## config.mk

```make
export PLATFORM = sky130hd
export DESIGN_NAME = gate_generator
export DESIGN_NICKNAME = d
export VERILOG_FILES = /design/src/rtl/gate_generator.sv
export SDC_FILE = /design/constraint.sdc
export NUM_CORES = 1
export LEC_CHECK = 0
export CAP_MARGIN = 20
export CORE_UTILIZATION = 55
export CTS_CLUSTER_SIZE = 30
export DETAILED_ROUTE_END_ITERATION = 7
export PLACE_DENSITY = 0.8
export SYNTH_ARGS = -nofsm -noshare
export SYNTH_HDL_FRONTEND = slang
export SYNTH_SLANG_ARGS = --single-unit
```

## constraint.sdc

```tcl
create_clock -name CLK -period 3.31 [get_ports CLK]
set_input_delay 0.662 -clock CLK [delete_from_list [all_inputs] [get_ports CLK]]
set_output_delay 0.662 -clock CLK [all_outputs]
set_load 0.02 [all_outputs]
```

## src/rtl/gate_generator.sv

```systemverilog
// gate_generator: programmable one-shot gate for the DDS output window.
// CLK/RSTn, CE qualifies counting, Start/Abort control; Gate/Done/Busy registered.
module gate_generator #(
  parameter int LEAD_W  = 8,
  parameter int WIDTH_W = 16
) (
  input  logic               CLK,
  input  logic               RSTn,
  input  logic               CE,
  input  logic               Start,
  input  logic               Abort,
  input  logic [LEAD_W-1:0]  Lead,
  input  logic [WIDTH_W-1:0] Width,
  output logic               Gate,
  output logic               Done,
  output logic               Busy
);

  localparam int CW = (LEAD_W > WIDTH_W) ? LEAD_W : WIDTH_W;

  typedef enum logic [1:0] {
    IDLE   = 2'd0,
    LEAD   = 2'd1,
    ACTIVE = 2'd2
  } state_t;

  state_t        state, state_n;
  logic [CW-1:0] cnt, cnt_n;
  logic [CW-1:0] wid, wid_n;
  logic          gate_n, done_n;
  logic [CW-1:0] lead_x, width_x;

  assign lead_x  = CW'(Lead);
  assign width_x = CW'(Width);

  always_ff @(posedge CLK or negedge RSTn) begin
    if (!RSTn) begin
      state <= IDLE;
      cnt   <= '0;
      wid   <= '0;
      Gate  <= 1'b0;
      Done  <= 1'b0;
    end else begin
      state <= state_n;
      cnt   <= cnt_n;
      wid   <= wid_n;
      Gate  <= gate_n;
      Done  <= done_n;
    end
  end

  assign Busy = (state != IDLE);

  // cnt == 1 on a CE edge means this edge takes it to zero.
  always_comb begin
    state_n = state;
    cnt_n   = cnt;
    wid_n   = wid;
    gate_n  = Gate;
    done_n  = 1'b0;
    if (Abort) begin
      state_n = IDLE;
      cnt_n   = '0;
      gate_n  = 1'b0;
    end else if (CE) begin
      unique case (state)
        IDLE: begin
          if (Start) begin
            wid_n = width_x;
            if (lead_x != '0) begin
              state_n = LEAD;
              cnt_n   = lead_x;
            end else if (width_x != '0) begin
              state_n = ACTIVE;
              cnt_n   = width_x;
              gate_n  = 1'b1;
            end else begin
              done_n  = 1'b1;
            end
          end
        end
        LEAD: begin
          if (cnt <= CW'(1)) begin
            if (wid != '0) begin
              state_n = ACTIVE;
              cnt_n   = wid;
              gate_n  = 1'b1;
            end else begin
              state_n = IDLE;
              cnt_n   = '0;
              done_n  = 1'b1;
            end
          end else begin
            cnt_n = cnt - CW'(1);
          end
        end
        ACTIVE: begin
          if (cnt <= CW'(1)) begin
            state_n = IDLE;
            cnt_n   = '0;
            gate_n  = 1'b0;
            done_n  = 1'b1;
          end else begin
            cnt_n = cnt - CW'(1);
          end
        end
        default: begin
          state_n = IDLE;
          cnt_n   = '0;
          gate_n  = 1'b0;
        end
      endcase
    end
  end

endmodule

```

==> results.yml <==
place:
  post_placement_cell_count: 306
  gpl.final_weighted_congestion: 0.917
  place.port_buffers: 31
  detailed_place_hpwl_um: 4430
pwr:
  power_report.internal_total_mw: 1.34
  pwr-share-seq: 0.339
  max-vdd-ir-drop_uv: 602
  cellLeakagePower_nw: 1.06
  finalPower_mw: 2.53
  net-switching-power_mw: 1.19
  combPwrFrac: 0.545
  power.clock.fraction: 0.116
  swShare: 0.472
  p_per_area_mw_per_mm2: 943
sta:
  min_period_ns: 2.73
  tns_ns: 0
  timing_worst_slew_pin_value_ns: 0.788
  max_clock_freq_mhz: 366
  setup-violations-final: 0
  timing.final.crit_share: 0.826
  hold_violations: 0
  slew_headroom: 0.472
  rsz0062_at_grt: "no"
  timing.clock.skew_ns: 0.00511
  slew_viol_final: 0
worst_setup_path:
  crit_path_start_kind: "primary input"
  endpoint_kind: "register"
  path_cells: "clkdlybuf4s50_1, or4_1, or3_4, o31ai_4, buf_4, nand2_1, a22oi_1"
  critical_path.max_fanout: 13
  crit_buf_inv: 2
  timing.critical_path.max_delay_family: "simple AND/OR/NAND/NOR gates"
  critical_path_class: "primary input to register"
  critical-path-max-stage-delay_ns: 0.60
  crit_slowest_cell: "or4_1"
  cp.arrival_ns: 2.93
  worstPathRequired_ns: 3.51
route:
  route.final.wire_length_um: 5810
  firstDrtPassIters: 4
  drtIter0Drc: 231
  drt_drc_violations_left: 0
  dr_total_vias: 2042
  wire_per_inst_um: 18.6
  antenna_nets_post_route: 0
  via_per_inst: 6.52
floorplanning:
  die_h_um: 66.1
  fp.coreArea_sq_mm: 0.00380
  initial_utilization: 0.595
  dieWidth_um: 66.1
  io_pins: 32
  dieArea_sq_mm: 0.00437
  rows: 22
grt:
  use_met3: 0.0741
  globalRouteTotalUtil: 0.302
  first_global_vias: 1959
  grt_first_pass_wirelength_um: 9690
  initial_antenna_violation_count: 0
  grt.overflow.total: 0
  grt_start_max_net_pins: 37
  gr-usage-met1: 0.438
  global_route.usage.met2: 0.439
  gr-max-usage-layer: "met2"
clocking:
  cts-root-buf: "clkbuf_8"
  tritoncts_sink_count: 36
  clk_pin_slew_worst_paths_ns: 0.07
  cts_buffers: 5
  post_cts_resize_count: 0
  holdBufCountCts: 0
  cts_tree: "built"
  cts_buffer_depth: 2
  post-cts-setup-buffer-count: 0
  clkLatencyLatePin_ns: 0.29
  number_of_h_tree_levels: 2
logic_synthesis:
  syn_area_sq_mm: 0.00226
  synth_async_sr_flop_share: 1.00
  synth_area_leader_cell: "dfrtp_1"
  post-synth-top-count-cell: "dfrtp_1"
  mean_instance_size_in_the_synthesized_netlist_sq_um: 9.70
  synth-edff-count: 0
  synth_top_area_share: 0.399
  synth_area_leaders: "dfrtp_1, mux2_1, o21ai_1"
  postSynthNetCount: 264
  synth_common_cells: "dfrtp_1, o21ai_1, a21oi_1, nor2_1, nor4_1"
  synthesis.instances: 233
  synth_top_flop_cell: "dfrtp_1"
  synth_seq_area_share: 0.399
  yosys_register_bits: 36
  yosys_warnings: 0
  synthDistinctLibCells: 53
finish:
  fin_cells: 313
  design.final.nets: 296
  syn_to_final_growth_pct: 18.7
  register_area_sq_um: 901
  diodes: 0
  multi_input_comb_area_sq_mm: 0.00126
  count_of_filler_cells_inserted_in_the_layout: 313
  layout-drive-gt1-share: 0.128
status:
  outcome: "complete, no violations"
min_path:
  classification_of_the_worst_slack_hold_path: "register to register"
run:
  maxCapViolations: 0
per-stage QoR:
stage	cell area [sq um]	util	hold slack (ns)	setup slack (ns)
6_report	2680	0.706	0.518	0.577
5_1_grt	2680	0.706	0.551	0.513
4_1_cts	2680	0.706	0.517	0.582
3_5_place_dp	2600	0.685	0.501	0.285
3_3_place_gp	2600	0.685	0.475	0.368
2_1_floorplan	2260	-	0.366	0.819
placed cells by master (no fill, tap or decap), types with 5 or more instances in the layout:
cell type         n
clkbuf_8          5
mux2_1           10
dfrtp_1          36
mux2_2            7
a221oi_1          7
nor3_1            7
a21oi_1          20
clkdlybuf4s50_1  31
buf_4             7
nor4_1           14
nor2_1           17
nand2_1          13
o21ai_1          22
final cells by class:
cell class | instances | area share
multi-input combinational | 180 | 0.472
sequential | 36 | 0.336
timing repair buffer | 38 | 0.135
clock buffer | 6 | 0.0271
tap | 48 | 0.0224
inverter | 4 | 0.00560
clock inverter | 1 | 0.00187
path summary, 6_finish.rpt:
| kind | from | endpoint | slack [ns] | cells after the start |
|---|---|---|---|---|
| setup / recovery | Lead[0] | cnt[14]$_DFFE_PN0P_ | 0.58 | 7 |
| hold reg to reg | cnt[7]$_DFFE_PN0P_ | cnt[7]$_DFFE_PN0P_ | 0.52 | 2 |
| max in group asynchronous | RSTn | state[1]$_DFFE_PN0P_ | 2.19 | 2 |
| min in group asynchronous | RSTn | cnt[8]$_DFFE_PN0P_ | 0.80 | 2 |
| hold / removal | cnt[7]$_DFFE_PN0P_ | cnt[7]$_DFFE_PN0P_ | 0.52 | 2 |
| setup reg to reg | cnt[8]$_DFFE_PN0P_ | cnt[3]$_DFFE_PN0P_ | 0.67 | 6 |
layer usage:
| metal | part of all wire | vias to the layer above |
|---|---|---|
| met3 | 0.070 | 11 |
| met2 | 0.44 | 68 |
| met1 | 0.47 | 995 |
| li1 | - | 968 |
| met5 | 0 | - |
| met4 | 0.017 | 0 |
tightest hold or removal path: stages (launching register included):
cell and delay, ns:
dfrtp_1 0.35, o21ai_1 0.07, o21ai_1 0.07
power groups by stage:
stage,sequential [mW],clock [mW],combinational (mW)
after floorplan,0.764,0,1.14
after global placement,0.843,0,1.32
after detailed placement,0.854,0,1.34
after CTS,0.846,0.302,1.36
after global routing,0.880,0.320,1.51
final,0.857,0.293,1.38
logic make-up after synthesis:
group | count (synthesis) | synth area share
AOI/OAI and AO/OA | 78 | 0.241
xor gates and xnor gates | 5 | 0.0194
adders and majority gates | 2 | 0.0111
buffers and inverters | 17 | 0.0415
DFF | 36 | 0.399
muxes | 17 | 0.0847
and+or+nand+nor | 78 | 0.204
registers in the layout, summed over array words and instances (netlist names):
signal,flops
wid,16
Gate,1
Done,1
cnt,16
state,2
Power figures use the tool's default switching activity.
